### src/rtl/fifo_rptr_sync_flags_if.sv
// Handshake bundle between the FIFO write-side logic and the read-pointer receiver.
// The master drives the pointers and the error clear; the slave returns the synced pointer and flags.
interface fifo_rptr_sync_flags_if #(
  parameter int ADDR_SIZE = 8
);
  logic [ADDR_SIZE:0] r_ptr_gray_i;
  logic [ADDR_SIZE:0] w_ptr_bin_i;
  logic               w_err_clr_i;
  logic [ADDR_SIZE:0] w_r_ptr_gray_o;
  logic [ADDR_SIZE:0] w_r_ptr_bin_o;
  logic               w_r_ptr_upd_o;
  logic [ADDR_SIZE:0] w_free_o;
  logic               w_full_o;
  logic               w_almost_full_o;
  logic               w_sync_err_o;
  logic               w_overrun_o;

  modport master (
    output r_ptr_gray_i, w_ptr_bin_i, w_err_clr_i,
    input  w_r_ptr_gray_o, w_r_ptr_bin_o, w_r_ptr_upd_o, w_free_o,
           w_full_o, w_almost_full_o, w_sync_err_o, w_overrun_o
  );

  modport slave (
    input  r_ptr_gray_i, w_ptr_bin_i, w_err_clr_i,
    output w_r_ptr_gray_o, w_r_ptr_bin_o, w_r_ptr_upd_o, w_free_o,
           w_full_o, w_almost_full_o, w_sync_err_o, w_overrun_o
  );
endinterface

### src/rtl/fifo_rptr_sync_flags.sv
// Write-domain receiver for the Gray read pointer: flop-chain sync, Gray->binary,
// pessimistic full / almost-full / free count, and sticky Gray-jump / overrun flags.
module fifo_rptr_sync_flags #(
  parameter int ADDR_SIZE       = 8,
  parameter int SYNC_STAGES     = 2,
  parameter int ALMOST_FULL_THR = 4
) (
  input  logic                    w_clk_i,
  input  logic                    w_rst_i,
  fifo_rptr_sync_flags_if.slave   bus
);
  localparam int              AW     = ADDR_SIZE;
  localparam int              SYNC_N = (SYNC_STAGES < 2) ? 2 : SYNC_STAGES;
  localparam logic [AW:0]     DEPTH  = (AW + 1)'(1) << AW;
  localparam logic [AW:0]     AF_THR = (AW + 1)'(ALMOST_FULL_THR);
  localparam logic [AW:0]     ONE    = (AW + 1)'(1);

  logic [AW:0] sync_q [SYNC_N];
  logic [AW:0] gray_sync;
  logic [AW:0] bin_nxt;
  logic [AW:0] r_bin_q;
  logic        upd_q;
  logic [AW:0] prev_gray_q;
  logic        chk_en_q;
  logic        sync_err_q;
  logic        overrun_q;
  logic [AW:0] used;
  logic [AW:0] gray_diff;
  logic        gray_jump;
  logic        full;
  logic        over;
  logic [AW:0] free;

  assign gray_sync = sync_q[SYNC_N-1];

  always_ff @(posedge w_clk_i or negedge w_rst_i) begin
    if (!w_rst_i) begin
      for (int k = 0; k < SYNC_N; k++) sync_q[k] <= '0;
    end else begin
      sync_q[0] <= bus.r_ptr_gray_i;
      for (int k = 1; k < SYNC_N; k++) sync_q[k] <= sync_q[k-1];
    end
  end

  // Each binary bit is the XOR of all Gray bits at and above it.
  always_comb begin
    bin_nxt = '0;
    for (int i = 0; i <= AW; i++) bin_nxt[i] = ^(gray_sync >> i);
  end

  assign gray_diff = prev_gray_q ^ gray_sync;
  assign gray_jump = chk_en_q && (|(gray_diff & (gray_diff - ONE)));

  // Flags use the registered pointer, so a stale value can only under-report free space.
  assign used = bus.w_ptr_bin_i - r_bin_q;
  assign full = (used >= DEPTH);
  assign over = (used > DEPTH);
  assign free = full ? '0 : (DEPTH - used);

  always_ff @(posedge w_clk_i or negedge w_rst_i) begin
    if (!w_rst_i) begin
      r_bin_q     <= '0;
      upd_q       <= 1'b0;
      prev_gray_q <= '0;
      chk_en_q    <= 1'b0;
      sync_err_q  <= 1'b0;
      overrun_q   <= 1'b0;
    end else begin
      r_bin_q     <= bin_nxt;
      upd_q       <= (bin_nxt != r_bin_q);
      prev_gray_q <= gray_sync;
      chk_en_q    <= 1'b1;
      if (gray_jump)            sync_err_q <= 1'b1;
      else if (bus.w_err_clr_i) sync_err_q <= 1'b0;
      if (over)                 overrun_q  <= 1'b1;
      else if (bus.w_err_clr_i) overrun_q  <= 1'b0;
    end
  end

  assign bus.w_r_ptr_gray_o  = gray_sync;
  assign bus.w_r_ptr_bin_o   = r_bin_q;
  assign bus.w_r_ptr_upd_o   = upd_q;
  assign bus.w_free_o        = free;
  assign bus.w_full_o        = full;
  assign bus.w_almost_full_o = (free <= AF_THR);
  assign bus.w_sync_err_o    = sync_err_q;
  assign bus.w_overrun_o     = overrun_q;
endmodule

### src/flat_wrapper.sv
// flat-port wrapper written by rule: the top's interface ports become plain ports
module fifo_rptr_sync_flags_flat 
#(
  parameter int ADDR_SIZE       = 8,
  parameter int SYNC_STAGES     = 2,
  parameter int ALMOST_FULL_THR = 4
)
  (w_clk_i, w_rst_i, bus_r_ptr_gray_i, bus_w_ptr_bin_i, bus_w_err_clr_i, bus_w_r_ptr_gray_o, bus_w_r_ptr_bin_o, bus_w_r_ptr_upd_o, bus_w_free_o, bus_w_full_o, bus_w_almost_full_o, bus_w_sync_err_o, bus_w_overrun_o);
  fifo_rptr_sync_flags_if #(.ADDR_SIZE(ADDR_SIZE)) bus_i ();
  input  logic w_clk_i;
  input  logic w_rst_i;
  input wire logic [$bits(bus_i.r_ptr_gray_i)-1:0] bus_r_ptr_gray_i;
  input wire logic [$bits(bus_i.w_ptr_bin_i)-1:0] bus_w_ptr_bin_i;
  input wire logic [$bits(bus_i.w_err_clr_i)-1:0] bus_w_err_clr_i;
  output wire logic [$bits(bus_i.w_r_ptr_gray_o)-1:0] bus_w_r_ptr_gray_o;
  output wire logic [$bits(bus_i.w_r_ptr_bin_o)-1:0] bus_w_r_ptr_bin_o;
  output wire logic [$bits(bus_i.w_r_ptr_upd_o)-1:0] bus_w_r_ptr_upd_o;
  output wire logic [$bits(bus_i.w_free_o)-1:0] bus_w_free_o;
  output wire logic [$bits(bus_i.w_full_o)-1:0] bus_w_full_o;
  output wire logic [$bits(bus_i.w_almost_full_o)-1:0] bus_w_almost_full_o;
  output wire logic [$bits(bus_i.w_sync_err_o)-1:0] bus_w_sync_err_o;
  output wire logic [$bits(bus_i.w_overrun_o)-1:0] bus_w_overrun_o;
  assign bus_i.r_ptr_gray_i = bus_r_ptr_gray_i;
  assign bus_i.w_ptr_bin_i = bus_w_ptr_bin_i;
  assign bus_i.w_err_clr_i = bus_w_err_clr_i;
  assign bus_w_r_ptr_gray_o = bus_i.w_r_ptr_gray_o;
  assign bus_w_r_ptr_bin_o = bus_i.w_r_ptr_bin_o;
  assign bus_w_r_ptr_upd_o = bus_i.w_r_ptr_upd_o;
  assign bus_w_free_o = bus_i.w_free_o;
  assign bus_w_full_o = bus_i.w_full_o;
  assign bus_w_almost_full_o = bus_i.w_almost_full_o;
  assign bus_w_sync_err_o = bus_i.w_sync_err_o;
  assign bus_w_overrun_o = bus_i.w_overrun_o;
  fifo_rptr_sync_flags #(.ADDR_SIZE(ADDR_SIZE), .SYNC_STAGES(SYNC_STAGES), .ALMOST_FULL_THR(ALMOST_FULL_THR)) u_core (.w_clk_i(w_clk_i), .w_rst_i(w_rst_i), .bus(bus_i));
endmodule
### config.mk
export PLATFORM = sky130hd
export DESIGN_NAME = fifo_rptr_sync_flags_flat
export DESIGN_NICKNAME = d
export VERILOG_FILES = /design/src/rtl/fifo_rptr_sync_flags_if.sv /design/src/rtl/fifo_rptr_sync_flags.sv /design/src/flat_wrapper.sv
export SDC_FILE = /design/constraint.sdc
export NUM_CORES = 1
export LEC_CHECK = 0
export CAP_MARGIN = 20
export CORE_UTILIZATION = 49
export DETAILED_ROUTE_END_ITERATION = 6
export GPL_TIMING_DRIVEN = 0
export HOLD_SLACK_MARGIN = 0.05
export PLACE_DENSITY_LB_ADDON = 0.15
export SLEW_MARGIN = 20
export SYNTH_ARGS = -nofsm -noshare
export SYNTH_HDL_FRONTEND = slang
export SYNTH_SLANG_ARGS = --single-unit
export TNS_END_PERCENT = 50
### constraint.sdc
create_clock -name w_clk_i -period 6.6 [get_ports w_clk_i]
set_input_delay 1.65 -clock w_clk_i [delete_from_list [all_inputs] [get_ports w_clk_i]]
set_output_delay 1.65 -clock w_clk_i [all_outputs]
set_load 0.02 [all_outputs]
==> results.yml <==
setup_path:
  worstReg2RegEnd: "u_core.bus.w_r_ptr_upd_o$_DFF_PN0_"
  cp-start-kind: "primary input"
  regToRegSetupSlack_ps: 3910
  ff2ff_path_depth: 8
  timing.critical_path.to_type: "primary output"
  crit-reg2reg-launch: "u_core.bus.w_r_ptr_gray_o[7]$_DFF_PN0_"
  worstPathRequired_ps: 4950
  cp.arrival_ps: 4880
  worstSetupPathType: "primary input to primary output"
  critical_path.max_fanout: 5
detailed_routing:
  m1WireLength_um: 1770
  detail_route.iter0.violations: 50
  route.detailed.drc: 0
  met2_routed_wirelength_um: 2180
  detailroute.wirelength.met3_um: 254
  drtAntennaViolNets: 0
  vias_per_cell: 5.16
  drt-total-wl_um: 4280
  drt_first_pass_iters: 4
  topRoutingLayerUsed: "met4"
  wire_per_inst_um: 13.2
  route.vias.total: 1678
place:
  detailedPlacementHpwl_um: 2960
  gp_congestion: 0.822
  placed_cells: 310
  numPortBuffers: 52
logic_synthesis:
  yosys_warnings: 0
  post_synthesis_instance_area_mm2: 0.00215
  synth.yosys.seq_area_share: 0.455
  synth_nets: 239
  syn_avg_cell_area_um2: 10.4
  synth_seq_cells: 39
  synthCells: 207
  synth.lib_cells_used.distinct: 41
clock_network:
  clk_path_buf_depth: 2
  h-tree-depth: 2
  clock_tree.root_cell: "clkbuf_8"
  cts_made_buffers: 5
  cts.hold.buffers_added: 0
  cts_tree: "done"
  cts.sink_count: 39
  clk_transition_reported_paths_ps: 70
  worstSkewPairLatency_ps: 290
layout:
  filler_cell_count: 297
  diodes: 0
  mostFrequentLayoutCells: "clkdlybuf4s50_1 (48), dfrtp_1 (39), xor2_1 (17), buf_4 (17), inv_1 (15)"
  proportion_of_layout_cells_with_a_drive_suffix_above_1: 0.218
  layoutNonFillerInstCount: 325
  final_net_count: 306
  mostFrequentLayoutCell: "clkdlybuf4s50_1"
  synthToLayoutAreaGrowth_pct: 42.9
timing:
  setup_viol: 0
  final_max_slew_viol_count: 0
  setup_tns_ps: 0
  final.min_clock_period_ps: 6530
  min_period_over_period: 0.990
  final-hold-violation-count: 0
  hold-worst-slack_ps: 353
  fin_worst_skew_ps: 4.65
  max_freq_mhz: 153
hold_path:
  min_delay_worst_endpoint: "u_core.bus.w_r_ptr_gray_o[3]$_DFF_PN0_"
  min-delay-path-class: "flop to flop"
  worstHoldStart: "u_core.sync_q[12]$_DFF_PN0_"
  min_path_cells: 0
floorplanning:
  start_util: 0.521
  floorplan.die.height_um: 68.2
  die_area_mm2: 0.00465
  dieWidth_um: 68.2
  design.portCount: 53
  rows: 23
  design.core.area_mm2: 0.00412
pwr:
  pwr_density_cell_mw_per_mm2: 373
  power.ir.vdd_worst_mv: 0.229
  leakage_nw: 1.35
flow_run:
  count_of_maximum_capacitance_violations: 0
global_route:
  grt.total_usage: 0.192
  global_route.overflow_total: 0
  initial_antenna_violation_count: 0
  first_global_vias: 1421
  grt_first_pass_wirelength_um: 6420
  grt_max_degree: 33
run_status:
  run_status: "completed"
-- power by group --
part / internal [mW] / switching [mW]
Sequential: 0.264 / 0.0236
Clock: 0.122 / 0.0787
Combinational: 0.306 / 0.348
Total: 0.693 / 0.450
-- registers in the layout (all words and copies together) (netlist names) --
| register | flops |
|---|---|
| u_core.bus.w_r_ptr_bin_o | 8 |
| u_core.sync_q | 9 |
| u_core.bus.w_sync_err_o | 1 |
| u_core.chk_en_q | 1 |
| u_core.bus.w_r_ptr_upd_o | 1 |
| u_core.prev_gray_q | 9 |
| u_core.bus.w_r_ptr_gray_o | 9 |
| u_core.bus.w_overrun_o | 1 |
-- final cells by class --
class | instances | area (um2) | area share
multi-input combinational | 139 | 1170 | 0.383
sequential | 39 | 976 | 0.318
timing repair buffer | 60 | 581 | 0.189
buffer | 13 | 93.8 | 0.0306
clock buffer | 6 | 82.6 | 0.0269
tap | 50 | 62.6 | 0.0204
inverter | 16 | 60.1 | 0.0196
clock inverter | 2 | 35.0 | 0.0114
-- synth_stat cells --
library cell   n  area, um2
maj3_1         3       30.0
a21o_1         3       22.5
a31oi_1        3       18.8
nor3b_1        2       15.0
a31o_2         1       8.76
buf_6          1       11.3
a211oi_1       2       15.0
nand3_1        5       25.0
o311ai_0       1       8.76
a21oi_1        6       30.0
buf_4         10       75.1
xnor2_1       10       87.6
a41oi_1        1       8.76
a22oi_1        1       7.51
xor2_1        19        166
inv_1         16       60.1
nor3_1         8       40.0
dfrtp_1       39        976
nor2b_1        4       25.0
a311oi_1       2       17.5
fa_1           1       20.0
xor2_2         1       16.3
ha_1          10        125
a32oi_1        1       8.76
o21a_1         2       15.0
xnor3_2        1       23.8
a22o_1         2       17.5
conb_1         1       3.75
or4_1          1       7.51
or2_2          1       6.26
nand2_1       13       48.8
clkbuf_1       2       7.51
xnor3_1        1       22.5
nor2_1        15       56.3
mux2_2         2       22.5
nand2b_1       2       12.5
o21ai_0        5       25.0
or3_1          4       25.0
and2_1         3       18.8
o21bai_1       1       7.51
and3_1         1       6.26
-- worst max-delay path: stages --
cell and delay (ps):
clkdlybuf4s50_1 430, ha_1 380, and3_1 230, a22oi_2 150, buf_4 140, a21oi_1 60
xnor2_1 270, inv_1 80, ha_1 340, a21oi_2 150, nor2b_2 170, a32oi_2 80
or4_1 450, o311ai_1 100, buf_2 210
-- per-layer routing --
layer,GRT usage,vias to the layer above
met5,0,-
met4,0.0703,0
met3,0.0433,10
met2,0.314,69
met1,0.247,781
li1,-,818
-- through the flow --
step                power [mW]   util  setup slack, ps  area, um2
CTS                       1.08  0.716            -50.5       2950
detailed placement       0.827  0.667             -806       2740
global route              1.22  0.745            -58.6       3070
floorplan                0.639      -              240       2150
finish                    1.14  0.745             65.9       3070
global placement         0.817  0.663             -805       2730
-- worst max path at each step --
| stage | startpoint | end | slack [ps] | cells after the start |
|---|---|---|---|---|
| after floorplan | bus_w_ptr_bin_i[0] | bus_w_almost_full_o | 240 | 15 |
| after global placement | bus_w_ptr_bin_i[0] | bus_w_almost_full_o | -800 | 18 |
| after detailed placement | bus_w_ptr_bin_i[0] | bus_w_almost_full_o | -810 | 18 |
| after CTS | bus_w_ptr_bin_i[0] | bus_w_free_o[4] | -50 | 13 |
| after global routing | bus_w_ptr_bin_i[3] | bus_w_almost_full_o | -60 | 15 |
| final | bus_w_ptr_bin_i[3] | bus_w_almost_full_o | 70 | 15 |
-- logic make-up (layout without fill, tap and decap cells) --
| family | Yosys count | after routing | synth area share |
|---|---|---|---|
| xor+xnor | 32 | 32 | 0.148 |
| other cells | 1 | 1 | 0.00175 |
| compound gates | 31 | 31 | 0.0985 |
| buf+inv | 29 | 97 | 0.0717 |
| mux | 2 | 2 | 0.0105 |
| fa+ha+maj | 14 | 14 | 0.0816 |
| flops | 39 | 39 | 0.455 |
| simple gates | 59 | 59 | 0.134 |
-- what timing repair did --
item	in CTS	in global routing
resized for setup	20	20
setup buffers	3	4
pin swaps	2	9
endpoints found under the setup margin	6	10
hold endpoints to repair	0	0
(Power assumes the default switching activity.)
